==> src/rtl/adc_captura_pkg.sv <==
// Shared definitions for the LTC1407A capture path: FSM states and frame bit map.
package adc_captura_pkg;

  typedef enum logic [1:0] {
    REPOSO,
    CONV,
    LECTURA,
    ESPERA
  } estado_t;

  localparam int unsigned BITS_TRAMA = 34;
  localparam int unsigned POS_A      = 3;
  localparam int unsigned POS_B      = 19;
  localparam int unsigned ADC_ANCHO  = 14;

endpackage

==> src/rtl/adc_captura_if.sv <==
// Control, SPI and sample bus between the ADC capture stage and its neighbours.
interface adc_captura_if
  import adc_captura_pkg::*;
#(
  parameter int unsigned ANCHO = ADC_ANCHO
);

  logic             gain_listo;
  logic             habilitar;
  logic             spi_miso;
  logic             spi_sck;
  logic             ad_conv;
  logic             ocupado;
  logic [ANCHO-1:0] muestra_a;
  logic [ANCHO-1:0] muestra_b;
  logic             valida;

  modport master (
    input  gain_listo, habilitar, spi_miso,
    output spi_sck, ad_conv, ocupado, muestra_a, muestra_b, valida
  );

  modport slave (
    output gain_listo, habilitar, spi_miso,
    input  spi_sck, ad_conv, ocupado, muestra_a, muestra_b, valida
  );

endinterface

==> src/rtl/divisor_sck.sv <==
// SCK tick/phase generator: free-running tick every DIV_SCK clocks, phase toggles while running.
module divisor_sck #(
  parameter int unsigned DIV_SCK = 2
) (
  input  logic clock,
  input  logic resetn,
  input  logic i_run,
  output logic o_tick,
  output logic o_fase
);

  localparam int unsigned CW = (DIV_SCK > 1) ? $clog2(DIV_SCK) : 1;

  logic [CW-1:0] r_cnt;
  logic          r_fase;
  logic          w_tick;

  assign w_tick = (r_cnt == CW'(DIV_SCK - 1));

  always_ff @(posedge clock or negedge resetn) begin
    if (!resetn) begin
      r_cnt  <= '0;
      r_fase <= 1'b0;
    end else begin
      r_cnt <= w_tick ? '0 : r_cnt + 1'b1;
      if (!i_run)
        r_fase <= 1'b0;
      else if (w_tick)
        r_fase <= ~r_fase;
    end
  end

  assign o_tick = w_tick;
  assign o_fase = r_fase;

endmodule

==> src/rtl/adc_captura.sv <==
// LTC1407A dual-ADC frame sequencer: AD_CONV pulse, 34-clock SCK burst, A/B sample capture.
module adc_captura
  import adc_captura_pkg::*;
#(
  parameter int unsigned DIV_SCK   = 2,
  parameter int unsigned SCK_TRAMA = 64,
  parameter int unsigned ANCHO     = ADC_ANCHO
) (
  input  logic           clock,
  input  logic           resetn,
  adc_captura_if.master  bus
);

  localparam int unsigned FW = $clog2(SCK_TRAMA);

  estado_t          r_estado, w_estado_sig;
  logic             w_tick, w_fase, w_go, w_inicio, w_carga, w_fin_per, w_ultimo;
  logic             w_sube, w_en_a, w_en_b;
  logic [FW-1:0]    r_trama;
  logic [5:0]       r_bits;
  logic [5:0]       w_pos;
  logic [ANCHO-1:0] r_sh_a, r_sh_b, r_mues_a, r_mues_b;
  logic             r_sck, r_conv, r_ocup, r_valida;

  divisor_sck #(.DIV_SCK(DIV_SCK)) u_div (
    .clock  (clock),
    .resetn (resetn),
    .i_run  (r_estado != REPOSO),
    .o_tick (w_tick),
    .o_fase (w_fase)
  );

  assign w_go      = bus.gain_listo & bus.habilitar;
  assign w_fin_per = w_tick & w_fase;
  assign w_ultimo  = (r_trama == FW'(SCK_TRAMA - 1));
  assign w_sube    = (r_estado == LECTURA) & w_tick & ~w_fase;
  assign w_pos     = r_bits + 6'd1;
  // Only the payload bits are kept; the don't-care slots of the 34-bit frame are skipped.
  assign w_en_a    = (w_pos >= 6'(POS_A)) && (w_pos <= 6'(POS_A + ANCHO - 1));
  assign w_en_b    = (w_pos >= 6'(POS_B)) && (w_pos <= 6'(POS_B + ANCHO - 1));

  always_ff @(posedge clock or negedge resetn) begin
    if (!resetn)
      r_estado <= REPOSO;
    else
      r_estado <= w_estado_sig;
  end

  always_comb begin
    w_estado_sig = r_estado;
    w_inicio     = 1'b0;
    w_carga      = 1'b0;
    unique case (r_estado)
      REPOSO:
        if (w_tick && w_go) begin
          w_estado_sig = CONV;
          w_inicio     = 1'b1;
        end
      CONV:
        if (w_fin_per)
          w_estado_sig = LECTURA;
      LECTURA:
        if (w_fin_per && r_bits == 6'(BITS_TRAMA)) begin
          w_estado_sig = ESPERA;
          w_carga      = 1'b1;
        end
      ESPERA:
        if (w_fin_per && w_ultimo) begin
          if (w_go) begin
            w_estado_sig = CONV;
            w_inicio     = 1'b1;
          end else begin
            w_estado_sig = REPOSO;
          end
        end
      default: w_estado_sig = REPOSO;
    endcase
  end

  always_ff @(posedge clock or negedge resetn) begin
    if (!resetn) begin
      r_trama  <= '0;
      r_bits   <= '0;
      r_sh_a   <= '0;
      r_sh_b   <= '0;
      r_mues_a <= '0;
      r_mues_b <= '0;
      r_sck    <= 1'b0;
      r_conv   <= 1'b0;
      r_ocup   <= 1'b0;
      r_valida <= 1'b0;
    end else begin
      r_valida <= w_carga;

      if (w_inicio)
        r_trama <= '0;
      else if (w_fin_per)
        r_trama <= w_ultimo ? '0 : r_trama + 1'b1;

      if (w_inicio)
        r_conv <= 1'b1;
      else if (r_estado == CONV && w_fin_per)
        r_conv <= 1'b0;

      if (w_inicio)
        r_ocup <= 1'b1;
      else if (w_carga)
        r_ocup <= 1'b0;

      // SCK only toggles during LECTURA; the CONV period stays low on the pin.
      if (r_estado == LECTURA && w_tick)
        r_sck <= ~w_fase;

      if (r_estado == CONV) begin
        r_bits <= '0;
      end else if (w_sube) begin
        r_bits <= w_pos;
        if (w_en_a) r_sh_a <= {r_sh_a[ANCHO-2:0], bus.spi_miso};
        if (w_en_b) r_sh_b <= {r_sh_b[ANCHO-2:0], bus.spi_miso};
      end

      if (w_carga) begin
        r_mues_a <= r_sh_a;
        r_mues_b <= r_sh_b;
      end
    end
  end

  assign bus.spi_sck   = r_sck;
  assign bus.ad_conv   = r_conv;
  assign bus.ocupado   = r_ocup;
  assign bus.muestra_a = r_mues_a;
  assign bus.muestra_b = r_mues_b;
  assign bus.valida    = r_valida;

endmodule

==> src/flat_wrapper.sv <==
// flat-port wrapper written by rule: the top's interface ports become plain ports
module adc_captura_flat import adc_captura_pkg::*;
#(
  parameter int unsigned DIV_SCK   = 2,
  parameter int unsigned SCK_TRAMA = 64,
  parameter int unsigned ANCHO     = ADC_ANCHO
)
  (clock, resetn, bus_gain_listo, bus_habilitar, bus_spi_miso, bus_spi_sck, bus_ad_conv, bus_ocupado, bus_muestra_a, bus_muestra_b, bus_valida);
  adc_captura_if #(.ANCHO(ANCHO)) bus_i ();
  input  logic clock;
  input  logic resetn;
  input wire logic [$bits(bus_i.gain_listo)-1:0] bus_gain_listo;
  input wire logic [$bits(bus_i.habilitar)-1:0] bus_habilitar;
  input wire logic [$bits(bus_i.spi_miso)-1:0] bus_spi_miso;
  output wire logic [$bits(bus_i.spi_sck)-1:0] bus_spi_sck;
  output wire logic [$bits(bus_i.ad_conv)-1:0] bus_ad_conv;
  output wire logic [$bits(bus_i.ocupado)-1:0] bus_ocupado;
  output wire logic [$bits(bus_i.muestra_a)-1:0] bus_muestra_a;
  output wire logic [$bits(bus_i.muestra_b)-1:0] bus_muestra_b;
  output wire logic [$bits(bus_i.valida)-1:0] bus_valida;
  assign bus_i.gain_listo = bus_gain_listo;
  assign bus_i.habilitar = bus_habilitar;
  assign bus_i.spi_miso = bus_spi_miso;
  assign bus_spi_sck = bus_i.spi_sck;
  assign bus_ad_conv = bus_i.ad_conv;
  assign bus_ocupado = bus_i.ocupado;
  assign bus_muestra_a = bus_i.muestra_a;
  assign bus_muestra_b = bus_i.muestra_b;
  assign bus_valida = bus_i.valida;
  adc_captura #(.DIV_SCK(DIV_SCK), .SCK_TRAMA(SCK_TRAMA), .ANCHO(ANCHO)) u_core (.clock(clock), .resetn(resetn), .bus(bus_i));
endmodule
==> config.mk <==
export PLATFORM = sky130hd
export DESIGN_NAME = adc_captura_flat
export DESIGN_NICKNAME = d
export VERILOG_FILES = /design/src/rtl/adc_captura_pkg.sv /design/src/rtl/adc_captura_if.sv /design/src/rtl/divisor_sck.sv /design/src/rtl/adc_captura.sv /design/src/flat_wrapper.sv
export SDC_FILE = /design/constraint.sdc
export NUM_CORES = 1
export LEC_CHECK = 0
export CAP_MARGIN = 10
export CORE_MARGIN = 2
export CORE_UTILIZATION = 60
export DETAILED_ROUTE_END_ITERATION = 8
export PLACE_DENSITY = 0.87
export SYNTH_ARGS = -nofsm -noshare
export SYNTH_HDL_FRONTEND = slang
export SYNTH_SLANG_ARGS = --single-unit
export TNS_END_PERCENT = 30
==> constraint.sdc <==
create_clock -name clock -period 4.4 [get_ports clock]
set_input_delay 0.88 -clock clock [delete_from_list [all_inputs] [get_ports clock]]
set_output_delay 0.88 -clock clock [all_outputs]
set_load 0.02 [all_outputs]
==> flow_summary.ini, run 1 <==
[power]
ir_drop_v = 0.000247
power_per_cell_area_nw_per_um2 = 307
p_leak_nw = 1.82

[synth]
yosys_warnings = 0
ys_types = 39
synth_nets = 268
syn_inst = 254
ys_seq_elements = 76
syn_area_sq_um = 3320
synth.avg_cell_area_sq_um = 13.1
yosysSeqAreaShare = 0.572

[global_routing]
antenna_found_initial = 0
grt_usage = 0.211
grt_max_degree = 77
grt_pass1_wl_microns = 9870
grt_overflow_total = 0
grt_pass1_vias = 2061

[clock_tree]
clk_pin_slew_worst_paths_ps = 70
clock_path_buffers = 2
cts_tree = yes
clkLatencyLatePin_ps = 350
post_cts_resize_count = 0
cts_hold_buf = 0
htreeDepth = 3
clock_sinks = 76
cts_setup_buffers = 0
cts_root_buffer = clkbuf_8
cts_made_buffers = 9

[setup_path]
end_kind = register
worstPathMaxFanout = 14
arrival_ps = 3150
worstSetupStartpointType = register
critPathRequiredTime_ps = 4630
ff2ff_setup_slack_ps = 1470
critPathLaunch = u_core.r_bits[1]
cp-endpoint = u_core.r_sh_a[6]
worstSetupPathType = reg -> reg
r2r-end = u_core.r_sh_a[6]
rr_startpoint = u_core.r_bits[1]
ff2ff_path_depth = 6

[routing]
drt_iter0_drc = 151
wl_met2_microns = 2760
drc = 0
wire_per_inst_microns = 15.8
met1_length_microns = 2670
vias = 2051
route.met3.wl_microns = 281
avgViaCountPerCell = 5.59
highest_layer = met4
drt-pass1-iter-count = 4
drt_wl_total_microns = 5790
antenna_left = 0

[run]
max_cap_viol_count = 0

[timing]
slew_headroom = 0.294
fmax_mhz = 342
finalCritPeriodShare = 0.665
setup_violations = 0
hold_viol_final = 0
clock_skew_ps = 8.68
rsz0062_at_grt = false
tns_ps = 0
min_period_ps = 2930
tightest_slew_ps = 1060
slew_violations = 0

[place]
dp_hpwl_microns = 3820
port-buffer-count = 36
place.gp.congestion = 0.864

[layout]
fin_nets = 304
nFillCells = 365
drive_above_1_share = 0.268
antennaDiodeCount = 0
area_growth_pct = 16.6
postLayoutCoreUtil = 0.712

[floorplan]
core_sq_um = 5440
placementRows = 27
dieArea_sq_um = 6150
initial_core_util = 0.611
die-height_microns = 78.4
io_pins = 37
die-width_microns = 78.4

[worst_hold_path]
hold_path.class = reg -> reg

[outcome]
outcome = finished clean
-- sequential cells by signal, indices dropped and copies added (netlist names), 2 cells and up --
| register | cells |
|---|---|
| u_core.bus.muestra_b | 14 |
| u_core.bus.muestra_a | 14 |
| u_core.r_trama | 6 |
| u_core.r_sh_a | 14 |
| u_core.r_sh_b | 14 |
| u_core.r_estado | 2 |
| u_core.r_bits | 6 |
-- final cells by class --
cell class	instances	area [sq um]	share of cell area
tap	72	90.1	0.0233
timing repair buffer	37	365	0.0943
multi-input combinational	158	1320	0.340
sequential	76	1900	0.491
inverter	8	30.0	0.00775
clock buffer	10	128	0.0329
clock inverter	6	40.0	0.0103
-- placed cells by master, fill, tap and decap left out, types with 4 or more instances in the layout --
master,n
nand4_1,5
mux2_2,56
clkdlybuf4s50_1,35
dfrtp_1,76
inv_1,8
a21oi_1,7
nand3_1,5
and3_1,4
clkbuf_8,9
nand2_1,13
nor2_1,14
xor2_1,4
o21ai_0,6
ha_1,9
-- routing by layer --
metal  up-vias  GRT usage
li1        972          -
met1      1030      0.292
met2        39      0.317
met3        10     0.0621
met4         0     0.0842
met5         -          0
-- synthesized netlist by cell type (all sizes together) --
library cell | instances | area [sq um]
dfrtp | 76 | 1900
mux2 | 57 | 646
nor2 | 14 | 52.6
nand2 | 13 | 48.8
ha | 9 | 113
inv | 8 | 30.0
a21oi | 7 | 35.0
clkbuf | 7 | 26.3
o21ai | 6 | 30.0
buf | 5 | 46.3
nand3 | 5 | 25.0
nand4 | 5 | 31.3
and3 | 4 | 25.0
or3 | 4 | 30.0
xor2 | 4 | 35.0
a31oi | 3 | 25.0
nand2b | 3 | 18.8
nor3 | 3 | 15.0
xnor2 | 3 | 26.3
a211oi | 2 | 20.0
and3b | 2 | 17.5
nor4 | 2 | 12.5
o22ai | 2 | 12.5
a2111oi | 1 | 27.5
a21bo | 1 | 10.0
a21o | 1 | 7.51
a22oi | 1 | 7.51
a2bb2oi | 1 | 8.76
and2 | 1 | 6.26
nand3b | 1 | 7.51
nor4b | 1 | 8.76
o211ai | 1 | 7.51
o31a | 1 | 8.76
-- power breakdown --
part / internal (mW) / switching [mW]
clock network: 0.205 / 0.258
registers: 0.703 / 0.00366
logic: 0.00676 / 0.0148
total: 0.914 / 0.277
-- critical path, stage by stage, from the launching register on --
cell	delay, ps
dfrtp_1	500
ha_1	290
nand3_1	150
xnor2_1	420
nand2b_1	120
a211oi_2	900
mux2_2	430
-- worst min path at each step --
stage                       startpoint                 end  depth (start not counted)
detailed placement  u_core.bus.ad_conv  u_core.bus.ad_conv                          1
finish              u_core.bus.ad_conv  u_core.bus.ad_conv                          1
global placement    u_core.bus.ad_conv  u_core.bus.ad_conv                          1
floorplan            u_core.r_sh_a[13]   u_core.r_sh_a[13]                          1
global route        u_core.bus.ad_conv  u_core.bus.ad_conv                          1
CTS                 u_core.bus.ad_conv  u_core.bus.ad_conv                          1
-- kinds of logic after synthesis --
kind of cell	synth area share
AOI/OAI and AO/OA	0.0602
xor gates and xnor gates	0.0184
adders and majority gates	0.0339
buffers and inverters	0.0309
DFF	0.572
muxes	0.194
and+or+nand+nor	0.0900
-- per-stage QoR --
stage | power (mW) | hold WS, ps | worst slack [ps] | cells | cell area (sq um)
global placement | 0.742 | 461 | 1610 | 351 | 3710
detailed placement | 0.743 | 474 | 1510 | 351 | 3710
global route | 1.23 | 523 | 1220 | 367 | 3870
floorplan | 0.723 | 475 | 2060 | 254 | 3320
CTS | 1.20 | 491 | 1470 | 367 | 3870
finish | 1.19 | 481 | 1470 | 367 | 3870
Note: power is estimated with default switching activity, not from simulation.
==> run 2: changes to the inputs <==
--- a/config.mk
+++ b/config.mk
@@ -7,9 +7,9 @@
 export LEC_CHECK = 0
 export CAP_MARGIN = 10
 export CORE_MARGIN = 2
-export CORE_UTILIZATION = 60
+export CORE_UTILIZATION = 50
 export DETAILED_ROUTE_END_ITERATION = 8
-export PLACE_DENSITY = 0.87
+export PLACE_DENSITY = 0.78
 export SYNTH_ARGS = -nofsm -noshare
 export SYNTH_HDL_FRONTEND = slang
 export SYNTH_SLANG_ARGS = --single-unit
==> constraint.sdc (replaced) <==
create_clock -name clock -period 2.6 [get_ports clock]
set_input_delay 0.52 -clock clock [delete_from_list [all_inputs] [get_ports clock]]
set_output_delay 0.52 -clock clock [all_outputs]
set_load 0.02 [all_outputs]
==> run 2 against run 1 <==
Against the previous run: sequential power up 69%; power up 90%; via count down 0.15%; global-route usage is 3.8 points lower; clock power increased by 120%; maximum frequency up 27%; clock skew down 2.6 ps; count of clock-buffer cells in the layout did not move; non-clock buffer count up 4; die area rose by 19%; routed wire length is 2.6% lower; worst hold slack worse by 340 ps; critical endpoint is now u_core.r_sh_a[9].
==> flow_summary.ini, run 2 (synthesized netlist as in run 1, its figures left out) <==
[clock_tree]
cts_made_buffers = 9
cts_tree = yes
htreeDepth = 3
clkLatencyLatePin_ps = 350
clock_path_buffers = 2
clk_pin_slew_worst_paths_ps = 80
cts_root_buffer = clkbuf_8
clock_sinks = 76

[routing]
drc = 0
drt_iter0_drc = 159
antenna_left = 0
wire_per_inst_microns = 15.0
drt-pass1-iter-count = 4
drt_wl_total_microns = 5640
vias = 2048
avgViaCountPerCell = 5.45

[setup_path]
critical_path_depth = 7
ff2ff_path_depth = 7
critPathRequiredTime_ps = 2840
crit_chain = ha_1, nor4b_1, a31oi_1, nand2b_1, a211oi_2, buf_4, mux2_2
end_kind = register
cpPeakStageDelay_ps = 480
arrival_ps = 2550
worstPathMaxFanout = 14
critPathSlowestCell = dfrtp_1
worstSetupPathType = reg -> reg
worstSetupStartpointType = register
critPathTopFamily = flip-flops
crit_buf_inv = 1

[timing]
tns_ps = 0
holdWs_ps = 145
slew_headroom = 0.665
setup_violations = 0
finalCritPeriodShare = 0.889
rsz0062_at_grt = false
min_period_ps = 2310
slew_violations = 0
tightest_slew_ps = 498
hold_viol_final = 0
fmax_mhz = 433
clock_skew_ps = 6.11

[power]
clock_power_share = 0.455
netSwitchingFraction = 0.215
p_comb_frac = 0.018
seq_power_share = 0.527
power.switching_mw = 0.489
ir_drop_v = 0.000481
p_int_mw = 1.78
p_leak_nw = 1.88
power_per_cell_area_nw_per_um2 = 566

[floorplan]
initial_core_util = 0.520
placementRows = 29
die-height_microns = 85.5
io_pins = 37
core_sq_um = 6390
die-width_microns = 85.5
dieArea_sq_um = 7310

[global_routing]
grt_pass1_vias = 2083
grt_overflow_total = 0
grt_max_degree = 77
grt_pass1_wl_microns = 10000
antenna_found_initial = 0
grt_usage = 0.173

[layout]
antennaDiodeCount = 0
layout_common_cells = 76 x dfrtp_1, 56 x mux2_2, 35 x clkdlybuf4s50_1
final_common_cell = dfrtp_1
fin_nets = 308
drive_above_1_share = 0.284
area_growth_pct = 20.6

[outcome]
outcome = finished clean

[place]
port-buffer-count = 36
place.gp.congestion = 0.748
dp_hpwl_microns = 3660

[run]
max_cap_viol_count = 0

[worst_hold_path]
hold_path.class = in -> async
==> run 2: metrics by stage <==
step / utilization / instance area [sq um] / worst slack [ps] / power, mW / std cells
3_3_place_gp: 0.590 / 3770 / 296 / 1.26 / 360
3_5_place_dp: 0.590 / 3770 / 191 / 1.26 / 360
4_1_cts: 0.626 / 4000 / 178 / 2.30 / 376
6_report: 0.628 / 4010 / 289 / 2.27 / 376
2_1_floorplan: - / 3320 / 265 / 1.22 / 254
5_1_grt: 0.628 / 4010 / 57.2 / 2.35 / 376
==> run 2: what timing repair did <==
item	CTS	global route
hold buffers	0	0
setup buffers	0	0
resized for setup	0	1
setup endpoints to repair	0	14
==> run 2: power groups by stage <==
stage               Combinational, mW  Clock (mW)  Sequential (mW)
floorplan                     0.00806           0             1.22
global placement               0.0426           0             1.22
detailed placement             0.0437           0             1.22
CTS                            0.0436        1.06             1.19
global route                   0.0481        1.11             1.20
finish                         0.0412        1.03             1.19
==> run 2: final timing paths <==
kind | to | from | slack, ps
max | u_core.r_sh_a[9] | u_core.r_bits[1] | 290
max reg2reg | u_core.r_sh_a[9] | u_core.r_bits[1] | 290
max in group asynchronous | u_core.bus.muestra_a[5] | resetn | 2110
min reg2reg | u_core.bus.ad_conv | u_core.bus.ad_conv | 500
min | u_core.r_bits[2] | resetn | 140
min in group clock | u_core.bus.ad_conv | u_core.bus.ad_conv | 500
==> run 2: layout make-up <==
type / count / area (sq um)
Clock buffer: 10 / 138
Clock inverter: 6 / 95.1
Fill cell: 488 / 2380
Inverter: 8 / 30.0
Multi-Input combinational cell: 158 / 1330
Sequential cell: 76 / 1900
Tap cell: 77 / 96.3
Timing Repair Buffer: 41 / 420
==> run 2: metal layers <==
layer / track usage / routed length [microns] / up-vias
li1: - / - / 977
met1: 0.239 / 2710 / 1019
met2: 0.261 / 2610 / 43
met3: 0.0520 / 256 / 9
met4: 0.0649 / 68 / 0
met5: 0 / 0 / -
==> run 3: changes to the inputs <==
--- a/config.mk
+++ b/config.mk
@@ -7,9 +7,9 @@
 export LEC_CHECK = 0
 export CAP_MARGIN = 10
 export CORE_MARGIN = 2
-export CORE_UTILIZATION = 50
+export CORE_UTILIZATION = 60
 export DETAILED_ROUTE_END_ITERATION = 8
-export PLACE_DENSITY = 0.78
+export PLACE_DENSITY = 0.87
 export SYNTH_ARGS = -nofsm -noshare
 export SYNTH_HDL_FRONTEND = slang
 export SYNTH_SLANG_ARGS = --single-unit
==> constraint.sdc (replaced) <==
create_clock -name clock -period 2.8 [get_ports clock]
set_input_delay 0.56 -clock clock [delete_from_list [all_inputs] [get_ports clock]]
set_output_delay 0.56 -clock clock [all_outputs]
set_load 0.02 [all_outputs]
==> run 3 against run 2 <==
Against the previous run: routed wire length grew 5.9%; clock power shrank 7%; worst hold slack gained 200 ps; worst setup slack gained 22 ps; power shrank 7.3%; non-clock buffer count shrank 1; cell area shrank 1.2%; count of clock-buffer cells in the layout grew 1; register-to-register slack gained 20 ps; sequential cell count is the same; largest cell class unchanged; highest routed layer unchanged.
==> flow_summary.ini, run 3 (synthesized netlist as in run 1, its figures left out) <==
[clock_tree]
cts_hold_buf = 0
clkLatencyLatePin_ps = 350
cts_setup_buffers = 0
clk_pin_slew_worst_paths_ps = 80
cts_root_buffer = clkbuf_8
clock_sinks = 76
clock_path_buffers = 2
cts_made_buffers = 9
htreeDepth = 3
cts_tree = yes
post_cts_resize_count = 0

[global_routing]
grt_max_degree = 77
antenna_found_initial = 0
grt_pass1_wl_microns = 10000
grt_overflow_total = 0
grt_usage = 0.214
grt_pass1_vias = 2152

[timing]
hold_viol_final = 0
tightest_slew_ps = 912
finalCritPeriodShare = 0.889
setup_violations = 0
slew_violations = 0
holdWs_ps = 342
tns_ps = 0
rsz0062_at_grt = false
min_period_ps = 2490
slew_headroom = 0.392
clock_skew_ps = 9.48
fmax_mhz = 402

[setup_path]
worstSetupStartpointType = register
critPathLaunch = u_core.r_bits[1]
worstSetupPathType = reg -> reg
ff2ff_path_depth = 7
ff2ff_setup_slack_ps = 310
cp-endpoint = u_core.r_sh_a[0]
rr_startpoint = u_core.r_bits[1]
critPathRequiredTime_ps = 3030
worstPathMaxFanout = 14
end_kind = register
r2r-end = u_core.r_sh_a[0]
arrival_ps = 2720

[routing]
vias = 2081
drt-pass1-iter-count = 4
antenna_left = 0
drc = 0
drt_wl_total_microns = 5970
avgViaCountPerCell = 5.62
drt_iter0_drc = 152
wire_per_inst_microns = 16.1

[layout]
area_growth_pct = 19.2
fin_nets = 307
postLayoutCoreUtil = 0.728
final_common_cell = dfrtp_1
drive_above_1_share = 0.279
antennaDiodeCount = 0
layout_common_cells = 76 x dfrtp_1, 56 x mux2_2, 35 x clkdlybuf4s50_1

[power]
ir_drop_v = 0.000447
p_leak_nw = 1.86
power_per_cell_area_nw_per_um2 = 531

[place]
port-buffer-count = 36
place.gp.congestion = 0.895
dp_hpwl_microns = 3890

[outcome]
outcome = finished clean

[floorplan]
initial_core_util = 0.611
io_pins = 37
core_sq_um = 5440
die-height_microns = 78.4
die-width_microns = 78.4
placementRows = 27
dieArea_sq_um = 6150

[worst_hold_path]
hold_path.class = in -> async

[run]
max_cap_viol_count = 0
[run 3: cell types whose count changed in the layout (fill, tap and decap cells not counted)]
cell	delta
buf_12	-2
buf_4	+1
clkbuf_8	+1
clkinv_2	+1
clkinvlp_4	-1
inv_8	-1
xnor2_1	+1
xnor2_2	-1
[run 3: area by class of cell]
class | instances | area [sq um]
inverters | 8 | 30.0
fillers | 354 | 1480
flip-flops and latches | 76 | 1900
clock buffers | 11 | 151
well taps | 72 | 90.1
repair buffers | 40 | 388
clock inverters | 5 | 81.3
multi-input cells | 158 | 1320
[run 3: routing by layer]
| metal | wire length, microns | track usage | vias to the layer above | share of wire |
|---|---|---|---|---|
| li1 | - | - | 970 | - |
| met1 | 2650 | 0.288 | 1053 | 0.44 |
| met2 | 2960 | 0.331 | 53 | 0.50 |
| met3 | 298 | 0.0678 | 5 | 0.050 |
| met4 | 57 | 0.0754 | 0 | 0.0095 |
| met5 | 0 | 0 | - | 0 |
[run 3: metrics by stage]
step | worst slack [ps] | total power [mW] | area, sq um | instances
final | 311 | 2.10 | 3960 | 370
after global routing | 123 | 2.17 | 3960 | 370
after CTS | 355 | 2.12 | 3960 | 370
after detailed placement | 397 | 1.17 | 3730 | 354
after global placement | 503 | 1.17 | 3730 | 354
after floorplan | 465 | 1.14 | 3320 | 254
[run 3: where the power goes]
group	internal [mW]	switching (mW)
clock	0.552	0.406
sequential	1.10	0.00587
combinational	0.0106	0.0235
[run 3: worst max-delay path, stage by stage, from the launching register on]
cell and delay [ps]:
dfrtp_1 500, ha_1 310, nand3_1 150, xnor2_1 450, nand2b_1 120, a211oi_2 230, buf_4 250, mux2_2 370
[run 3: how the worst min path moves through the flow]
stage	from	slack, ps	end
after floorplan	resetn	260	u_core.bus.ad_conv
after global placement	u_core.bus.ad_conv	460	u_core.bus.ad_conv
after detailed placement	u_core.bus.ad_conv	460	u_core.bus.ad_conv
after CTS	resetn	370	u_core.bus.muestra_b[4]
after global routing	resetn	410	u_core.bus.muestra_b[4]
final	resetn	340	u_core.bus.muestra_b[4]
